===== src/rtl/gpio_pkg.sv =====
// Shared constants and helpers for the GPIO input-conditioning stage.
package gpio_pkg;

  localparam int   GPIO_W        = 16;
  localparam logic EDGE_RISE     = 1'b0;
  localparam logic EDGE_FALL     = 1'b1;
  localparam int   DB_CNT_W      = 8;
  localparam int   DB_CYCLES_DEF = 4;

  // Pick the edge pulse that the pin's edge selector asks for.
  function automatic logic edge_hit(input logic sel, input logic rise, input logic fall);
    logic hit;
    case (sel)
      EDGE_RISE: hit = rise;
      EDGE_FALL: hit = fall;
      default:   hit = 1'b0;
    endcase
    return hit;
  endfunction

endpackage


===== src/rtl/gpio_db_bit.sv =====
// One pin: 2-flop synchronizer, counter debounce, and rise/fall pulse generation.
// The debounced level only changes after DB_CYCLES consecutive synchronized
// samples disagree with it; any agreeing sample restarts the count.
module gpio_db_bit
  import gpio_pkg::*;
#(
  parameter int DB_CYCLES = DB_CYCLES_DEF
) (
  input  logic clk,
  input  logic reset,
  input  logic pin_raw,
  output logic pin_db,
  output logic pin_rise,
  output logic pin_fall
);

  localparam logic [DB_CNT_W-1:0] CNT_LAST = DB_CNT_W'(DB_CYCLES - 1);

  logic                sync1_q, sync1_d;
  logic                sync2_q, sync2_d;
  logic                db_q, db_d;
  logic                db_prev_q, db_prev_d;
  logic [DB_CNT_W-1:0] cnt_q, cnt_d;

  // Next-state: synchronizer shift, debounce count/commit, previous-level capture.
  always_comb begin
    sync1_d   = pin_raw;
    sync2_d   = sync1_q;
    db_prev_d = db_q;
    db_d      = db_q;
    cnt_d     = cnt_q;
    if (sync2_q == db_q) begin
      cnt_d = {DB_CNT_W{1'b0}};
    end else if (cnt_q == CNT_LAST) begin
      db_d  = sync2_q;
      cnt_d = {DB_CNT_W{1'b0}};
    end else begin
      cnt_d = cnt_q + DB_CNT_W'(1);
    end
  end

  // State registers; asynchronous reset discards any count in progress.
  always_ff @(posedge clk or negedge reset) begin
    if (!reset) begin
      sync1_q   <= 1'b0;
      sync2_q   <= 1'b0;
      db_q      <= 1'b0;
      db_prev_q <= 1'b0;
      cnt_q     <= {DB_CNT_W{1'b0}};
    end else begin
      sync1_q   <= sync1_d;
      sync2_q   <= sync2_d;
      db_q      <= db_d;
      db_prev_q <= db_prev_d;
      cnt_q     <= cnt_d;
    end
  end

  assign pin_db   = db_q;
  assign pin_rise = db_q & ~db_prev_q;
  assign pin_fall = ~db_q & db_prev_q;

endmodule


===== src/rtl/gpio_in_cond.sv =====
// GPIO input conditioning: per-pin synchronize/debounce/edge detect, plus an
// optional sticky edge-interrupt pending register.
// Build option: GPIO_IRQ_EN enables irq_pend/irq; without it both read 0 and
// edge_sel, irq_en and irq_clr are ignored.
module gpio_in_cond
  import gpio_pkg::*;
#(
  parameter int WIDTH     = GPIO_W,
  parameter int DB_CYCLES = DB_CYCLES_DEF
) (
  input  logic             clk,
  input  logic             reset,
  input  logic [WIDTH-1:0] pin_raw,
  input  logic [WIDTH-1:0] edge_sel,
  input  logic [WIDTH-1:0] irq_en,
  input  logic [WIDTH-1:0] irq_clr,
  output logic [WIDTH-1:0] pin_db,
  output logic [WIDTH-1:0] pin_rise,
  output logic [WIDTH-1:0] pin_fall,
  output logic [WIDTH-1:0] irq_pend,
  output logic             irq
);

  logic [WIDTH-1:0] rise_s;
  logic [WIDTH-1:0] fall_s;

  for (genvar i = 0; i < WIDTH; i++) begin : g_pin
    gpio_db_bit #(
      .DB_CYCLES(DB_CYCLES)
    ) u_db (
      .clk     (clk),
      .reset   (reset),
      .pin_raw (pin_raw[i]),
      .pin_db  (pin_db[i]),
      .pin_rise(rise_s[i]),
      .pin_fall(fall_s[i])
    );
  end

  assign pin_rise = rise_s;
  assign pin_fall = fall_s;

`ifdef GPIO_IRQ_EN
  logic [WIDTH-1:0] pend_q, pend_d;
  logic [WIDTH-1:0] set_s;

  // Pending next-state: a selected, enabled edge sets; a clear pulse clears; set wins.
  always_comb begin
    set_s = {WIDTH{1'b0}};
    for (int i = 0; i < WIDTH; i++) begin
      set_s[i] = irq_en[i] & edge_hit(edge_sel[i], rise_s[i], fall_s[i]);
    end
    pend_d = set_s | (pend_q & ~irq_clr);
  end

  // Sticky pending flags.
  always_ff @(posedge clk or negedge reset) begin
    if (!reset) begin
      pend_q <= {WIDTH{1'b0}};
    end else begin
      pend_q <= pend_d;
    end
  end

  assign irq_pend = pend_q;
  assign irq      = |(pend_q & irq_en);
`else
  logic unused_irq_s;
  assign unused_irq_s = ^{edge_sel, irq_en, irq_clr};
  assign irq_pend     = {WIDTH{1'b0}};
  assign irq          = 1'b0;
`endif

endmodule


===== config.mk =====
export PLATFORM = sky130hd
export DESIGN_NAME = gpio_in_cond
export DESIGN_NICKNAME = d
export VERILOG_FILES = /design/src/rtl/gpio_pkg.sv /design/src/rtl/gpio_db_bit.sv /design/src/rtl/gpio_in_cond.sv
export SDC_FILE = /design/constraint.sdc
export NUM_CORES = 1
export LEC_CHECK = 0
export CAP_MARGIN = 20
export CORE_MARGIN = 10
export CORE_UTILIZATION = 40
export CTS_CLUSTER_SIZE = 16
export DETAILED_ROUTE_END_ITERATION = 10
export PLACE_DENSITY_LB_ADDON = 0.3
export SLEW_MARGIN = 20
export SYNTH_ARGS = -nofsm -noshare
export SYNTH_HDL_FRONTEND = slang
export SYNTH_SLANG_ARGS = --single-unit

===== constraint.sdc =====
create_clock -name clk -period 1.9 [get_ports clk]
set_input_delay 0.38 -clock clk [delete_from_list [all_inputs] [get_ports clk]]
set_output_delay 0.38 -clock clk [all_outputs]
set_load 0.01 [all_outputs]

* Word-level counts from Yosys, hierarchy flattened
Index checks and enable logic that the tools add are counted.
** Word-level totals
- Input port bits :: 66
- Flip-flop bits (word level) :: 192
- Output and inout bits :: 65
** Operators by class
- Reduce and logical (&&, ||, !) cells :: 16
- Bitwise logic cells :: 80
- $add $sub $neg :: 16
- Mux-type cells :: 32
- Equal/unequal tests :: 32
** Operators by type and width (count)
- two-way mux 8 bit :: 32
- adder 8 x 1 -> 8 bit, second input constant :: 16
- == test 8 x 2 -> 1 bit, second input constant :: 16
- inverter 1 bit :: 48
- bitwise AND 1 bit :: 32
- AND reduction 2 bit :: 16
- == test 1 bit :: 16

* Longest topological paths before layout
Gate-level depths: netlist of the first run.
- Word-level depth :: 3
- Mapped depth :: 4
- Depth with buffers taken out :: 4

* By module
Synthesis of the first run repeated with hierarchy kept, for this count alone.
** Second synthesis, totals
- Cell total of the unflattened synthesis :: 770
- Area total of the unflattened synthesis :: 8619.5 um2
** By module, submodules not included
- gpio_db_bit :: cells an instance 47, area each 530.5 um2, instances 16, sequential area each 300.3 um2
- gpio_in_cond :: cells an instance 18, area each 131.4 um2, instances 1, sequential area each 0.0 um2

* Least setup slack after synthesis of the first run
Ideal clock, no wire load.
- Path kind :: reg2reg
- Start :: register g_pin[1].u_db.cnt_q[0]
- End :: register g_pin[1].u_db.db_q
- Arrival :: 1.523 ns
- Slack :: 0.249 ns
- Cell stages (with the launch flop) :: 5
- Buffers on the path :: 0
- Cells stage by stage :: dfrtp_1 > ha_1 > or4b_4 > nor4_2 > mux2_1
** Between the ends
- Cells in the longest elaborated chain, start to end :: 2
** RTL lines
- start, declared :: RTL line gpio_db_bit.sv:23 : logic [DB_CNT_W-1:0] cnt_q, cnt_d;
- start signal, assigned :: RTL line gpio_db_bit.sv:49 : cnt_q <= {DB_CNT_W{1'b0}};
- start signal, assigned :: RTL line gpio_db_bit.sv:55 : cnt_q <= cnt_d;
- == test 8 x 2 -> 1 bit :: RTL line gpio_db_bit.sv:34 : end else if (cnt_q == CNT_LAST) begin
- AND reduction 2 bit (no source line)
- end signal, assigned :: RTL line gpio_db_bit.sv:47 : db_q <= 1'b0;
- end signal, assigned :: RTL line gpio_db_bit.sv:53 : db_q <= db_d;
- end, declared :: RTL line gpio_db_bit.sv:21 : logic db_q, db_d;
Every way passes these cells.
A chain may end at the register's enable or synchronous reset.

* Worst setup path after layout of the first run
- Start :: register g_pin[8].u_db.db_q
- End :: output pin_db[8]
** RTL lines
- start, declared :: RTL line gpio_db_bit.sv:21
- start signal, assigned :: RTL line gpio_db_bit.sv:47
- start signal, assigned :: RTL line gpio_db_bit.sv:53
- end, declared :: RTL line gpio_in_cond.sv:17 : output logic [WIDTH-1:0] pin_db,
No word-level cell between the ends.

==> flow_summary_export.csv, run 1 <==
group,metric,value,unit
route,drt-initial-drc-count,230,
yosys,yosys_warnings,0,
setup_path,cp_num_buf_inv,1,
clock_network,clock_path_buffers,2,
setup_path,path_delay_family,"buffers and inverters",
finish,layout-drive-gt1-share,0.0794,
route,wl,14200,um
route,wl_per_cell,12.2,um
route,vias,5564,
route,drc_errors,0,
floorplan,io_pins,131,
clock_network,clk_pin_slew,70,ps
floorplan,placeableCoreArea,0.0218,sq mm
placed_design,gp_congestion,0.774,
finish,fillCellCount,2014,
status,status,"finished, final reports clean",
pwr,vdd_ir_drop_max,0.571,mV
finish,syn_to_final_growth,15.4,%
timing,max_freq,553,MHz
finish,insertedDiodeCount,0,
finish,final_cells,1162,
route,drtPass1Iterations,4,
clock_network,ctsHtreeMaxLevel,4,
timing,fin_crit_sh,0.951,
yosys,syn-mean-instance-area,10.8,sq um
placed_design,port_buffers,65,
clock_network,root_buffer,"clkbuf_16",
setup_path,critPathLaunchType,"register",
placed_design,place_area,0.00947,sq mm
worst_hold_path,hp-class,"register to register",
global_route,antenna_found_initial,0,
setup_path,path_class,"register to primary output",
clock_network,cts_buffers,17,
yosys,netlist_instances,813,
setup_path,critPathCaptureType,"primary output",
global_route,grt_max_degree,50,
setup_path,crit_path_max_fanout,6,
clock_network,cts_sinks,192,
pwr,leakagePower,4.55,nW
route,viasPerCell,4.79,
setup_path,worstPathRequired,1520,ps
timing,skew,8.40,ps
pwr,powerDensity,1260,mW/mm^2
setup_path,worstPathCellList,"clkdlybuf4s50_1",
setup_path,cp_slowest_cell,"clkdlybuf4s50_1",
yosys,synth_area,0.00881,sq mm
finish,final_cell_mix,"dfrtp_1, nor2_1, nand3_1, or3_1, a21oi_1",
finish,design_area,0.0102,sq mm
timing,grt_setup_unrepaired,"no",
timing,hold_violations,0,
yosys,synth-seq-cells,192,
floorplan,die_x,168,um
floorplan,die-area,0.0284,sq mm
yosys,synthDistinctLibCells,26,
global_route,grt_pass1_wl,25100,um
run,drv_cap,0,
clock_network,insertion_delay,420,ps
floorplan,die_h,168,um
global_route,track_usage,0.103,
placed_design,dp_hpwl,9830,um
global_route,grt_pass1_vias,5431,
global_route,overflow,0,
clock_network,cts_tree,"built",
timing,finalSetupViolCount,0,
floorplan,initial_utilization,0.405,
setup_path,cp_data_arrival_time,1430,ps
placed_design,place_inst,1113,
timing,fin_tns_setup,0,ps
finish,final_common_cell,"dfrtp_1",
yosys,synth_seq_area_share,0.545,
timing,drv_slew,0,
timing,layout_min_cycle_time,1810,ps
floorplan,row_count,54,
finish,fin_nets,968,
route,drtAntennaViolNets,0,
setup_path,cpPeakStageDelay,570,ps
==> Yosys cell counts <==
cell type    n  area share
dfrtp_1    192        0.55
nor2_1      76       0.032
buf_4       66       0.056
nand3_1     60       0.034
or3_1       48       0.034
a21oi_1     47       0.027
o21ai_0     46       0.026
nand2_1     33       0.014
xor2_1      33       0.033
ha_1        32       0.045
nor2b_1     32       0.023
xnor2_1     32       0.032
inv_1       26       0.011
mux2_1      16       0.020
nand4_1     16       0.011
a21o_1      13       0.011
nor3_1      13      0.0074
nor4b_1     13       0.013
and2_1       4      0.0028
nor4_2       3      0.0043
o41ai_4      3      0.0094
or4b_4       3      0.0047
clkbuf_1     2     0.00085
o21ai_1      2      0.0011
a21boi_1     1     0.00085
conb_1       1     0.00043
==> report_power, final <==
group	total [W]	switching [W]	internal, W
Clock	0.00344	0.00158	0.00186
Combinational	0.00367	0.00179	0.00188
Sequential	0.00568	0.000830	0.00485
==> layer usage <==
layer | wire length (um) | vias to the layer above | GRT usage
li1 | - | 2844 | -
met1 | 6890 | 2646 | 0.131
met2 | 6510 | 60 | 0.163
met3 | 617 | 14 | 0.0310
met4 | 196 | 0 | 0.0397
met5 | 0 | - | 0
==> final timing paths <==
path,startpoint,endpoint,depth (start not counted),slack (ps)
worst min-delay path,g_pin[12].u_db.sync1_q$_DFF_PN0_,g_pin[12].u_db.sync2_q$_DFF_PN0_,0,350
min in group asynchronous,reset,g_pin[0].u_db.db_prev_q$_DFF_PN0_,2,460
max in group asynchronous,reset,g_pin[11].u_db.pin_db$_DFFE_PN0P_,3,830
worst max-delay path,g_pin[8].u_db.pin_db$_DFFE_PN0P_,pin_db[8],1,90
worst max register to register,g_pin[1].u_db.cnt_q[1]$_DFF_PN0_,g_pin[1].u_db.pin_db$_DFFE_PN0P_,4,170
worst min register to register,g_pin[12].u_db.sync1_q$_DFF_PN0_,g_pin[12].u_db.sync2_q$_DFF_PN0_,0,350
==> stage by stage <==
stage	setup WS (ps)	util	hold slack [ps]	total power [W]
2_1_floorplan	249	-	84.4	0.00842
3_3_place_gp	212	0.435	333	0.00941
3_5_place_dp	182	0.435	335	0.00947
4_1_cts	1.01	0.466	351	0.0131
5_1_grt	21.6	0.467	357	0.0137
6_report	93.2	0.467	349	0.0128
==> final cells by class <==
cell class	count	area, sq um	share of cell area
sequential	192	4810	0.473
multi-input combinational	543	3470	0.341
timing repair buffer	90	872	0.0858
clock buffer	18	439	0.0432
tap	280	350	0.0344
clock inverter	13	130	0.0128
inverter	26	97.6	0.00960
==> sequential cells by signal (all words and copies together) (netlist names) <==
signal                cells
g_pin.u_db.cnt_q        128
g_pin.u_db.db_prev_q     16
g_pin.u_db.pin_db        16
g_pin.u_db.sync1_q       16
g_pin.u_db.sync2_q       16
==> timing repair <==
action	CTS	global route
endpoints found under the hold margin	43	0
gates resized for setup	31	9
setup endpoints to repair	37	9
buffers inserted	17	0
hold buffers	1	0
==> kinds of logic after synthesis <==
group | share of synthesized area
and+or+nand+nor | 0.181
DFF | 0.545
AOI/OAI and AO/OA | 0.0752
buffers and inverters | 0.0681
xor gates and xnor gates | 0.0646
adders and majority gates | 0.0454
muxes | 0.0204
other | 0.000425
No activity file was read; power rests on OpenSTA's default activity.
==> inputs of run 2 (changes only) <==
- DONT_BUFFER_PORTS: unset -> 1
==> run 2 against run 1 <==
Net effect: the flow now finishes with violations (hold timing); via count down 3.0%; power fell by 8.2%; sequential share of layout area is 3.4 points higher; register-to-register slack barely moved; count of clock-buffer cells in the layout is 1 higher; non-clock buffer count decreased by 72; critical path depth up 3; die area unchanged; highest routed layer unchanged.
==> flow_summary_export.csv, run 2 (synthesized netlist as in run 1, its figures left out) <==
group,metric,value,unit
finish,final_cell_mix,"dfrtp_1, nor2_1, nand3_1, or3_1, a21oi_1",
setup_path,cp_slowest_cell,"or4b_4",
clock_network,ctsHoldBuffers,16,
setup_path,worstPathRequired,2200,ps
setup_path,startpoint,"g_pin[1].u_db.cnt_q[1]$_DFF_PN0_",
global_route,grt_pass1_wl,24400,um
finish,fin_nets,896,
run,drv_cap,0,
placed_design,place_inst,1043,
timing,layout_min_cycle_time,1730,ps
route,drc_errors,0,
pwr,powerDensity,1240,mW/mm^2
finish,final_cells,1091,
timing,max_freq,579,MHz
worst_hold_path,hp-class,"input pin to asynchronous set/reset pin",
global_route,track_usage,0.101,
route,vias,5396,
floorplan,io_pins,131,
pwr,vdd_ir_drop_max,0.580,mV
timing,hold_violations,192,
clock_network,cts_setup_buffers,0,
finish,final_common_cell,"dfrtp_1",
setup_path,worstPathCellList,"ha_1 > or4b_4 > o41ai_4 > nor2_1",
setup_path,path_class,"register to register",
finish,syn_to_final_growth,7.44,%
setup_path,path_delay_family,"simple AND/OR/NAND/NOR gates",
route,viasPerCell,4.95,
route,wl,13900,um
clock_network,cts_sinks,192,
global_route,grt_max_degree,193,
timing,drv_slew,0,
timing,finalSetupViolCount,0,
clock_network,root_buffer,"clkbuf_16",
clock_network,clk_pin_slew,80,ps
clock_network,cts_buffers,17,
setup_path,critPathCaptureType,"register",
global_route,overflow,0,
setup_path,crit_path_max_fanout,6,
floorplan,die_x,168,um
route,drtPass1Iterations,5,
clock_network,insertion_delay,430,ps
setup_path,cp_num_buf_inv,0,
pwr,p_total,0.0117,W
clock_network,clock_path_buffers,2,
finish,regMostFlops,"g_pin.u_db.cnt_q",
status,violations,"hold timing",
floorplan,die_h,168,um
floorplan,die-area,0.0284,sq mm
global_route,grt_pass1_vias,5209,
placed_design,port_buffers,0,
route,drt-initial-drc-count,249,
floorplan,row_count,54,
floorplan,placeableCoreArea,0.0218,sq mm
status,status,"finished, violations left",
finish,insertedDiodeCount,0,
timing,skew,10.7,ps
clock_network,post_cts_resized,0,
placed_design,dp_hpwl,9160,um
finish,largest_reg_flops,128,
timing,fin_tns_setup,0,ps
floorplan,initial_utilization,0.405,
pwr,leakagePower,4.05,nW
timing,fin_crit_sh,0.909,
placed_design,gp_congestion,0.772,
global_route,antenna_found_initial,0,
setup_path,cp_data_arrival_time,2020,ps
clock_network,ctsHtreeMaxLevel,4,
clock_network,cts_tree,"built",
finish,layout-drive-gt1-share,0.0530,
setup_path,critPathLaunchType,"register",
setup_path,cpPeakStageDelay,490,ps
setup_path,timing.rr.start,"g_pin[1].u_db.cnt_q[1]$_DFF_PN0_",
route,wl_per_cell,12.7,um
route,drtAntennaViolNets,0,
timing,hold_slack,-358,ps
timing,grt_setup_unrepaired,"no",
-- run 2: area by class of cell --
cell class | count | area (sq um)
Fill cell | 2044 | 12300
Sequential cell | 192 | 4800
Multi-Input combinational cell | 543 | 3470
Clock buffer | 19 | 453
Tap cell | 280 | 350
Timing Repair Buffer | 18 | 175
Clock inverter | 13 | 120
Inverter | 26 | 97.6
-- run 2: path summary, 6_finish.rpt --
check / depth (start not counted) / slack, ps / endpoint
max: 4 / 170 / g_pin[1].u_db.cnt_q[2]$_DFF_PN0_
min: 0 / -360 / g_pin[3].u_db.sync2_q$_DFF_PN0_
max reg2reg: 4 / 170 / g_pin[1].u_db.cnt_q[2]$_DFF_PN0_
min reg2reg: 0 / 350 / g_pin[4].u_db.sync2_q$_DFF_PN0_
max in group asynchronous: 0 / 1920 / g_pin[15].u_db.cnt_q[7]$_DFF_PN0_
min in group clk: 0 / 350 / g_pin[4].u_db.sync2_q$_DFF_PN0_
-- run 2: metal layers --
layer / up-vias / GRT usage / part of all wire
met5: - / 0 / 0
met4: 0 / 0.0424 / 0.013
met1: 2628 / 0.127 / 0.47
met2: 76 / 0.160 / 0.47
li1: 2682 / - / -
met3: 10 / 0.0305 / 0.044
-- run 2: stage by stage --
stage               instance area [sq um]  setup slack (ps)  utilization
detailed placement                   8740               174        0.402
floorplan                            8870               249            -
global route                         9470              47.4        0.435
finish                               9470               173        0.435
CTS                                  9470               156        0.435
global placement                     8740               212        0.402
-- run 2: worst register-to-register path: cells and delay by family, from the launching register on --
family | cells | cell delay (ps)
AOI/OAI and AO/OA | 1 | 410
adders and majority gates | 1 | 180
DFF | 1 | 420
and+or+nand+nor | 2 | 580
-- run 2: where the power goes --
part           internal [W]  switching, W
combinational       0.00104       0.00140
sequential          0.00483       0.00103
clock               0.00180       0.00164
total               0.00768       0.00407
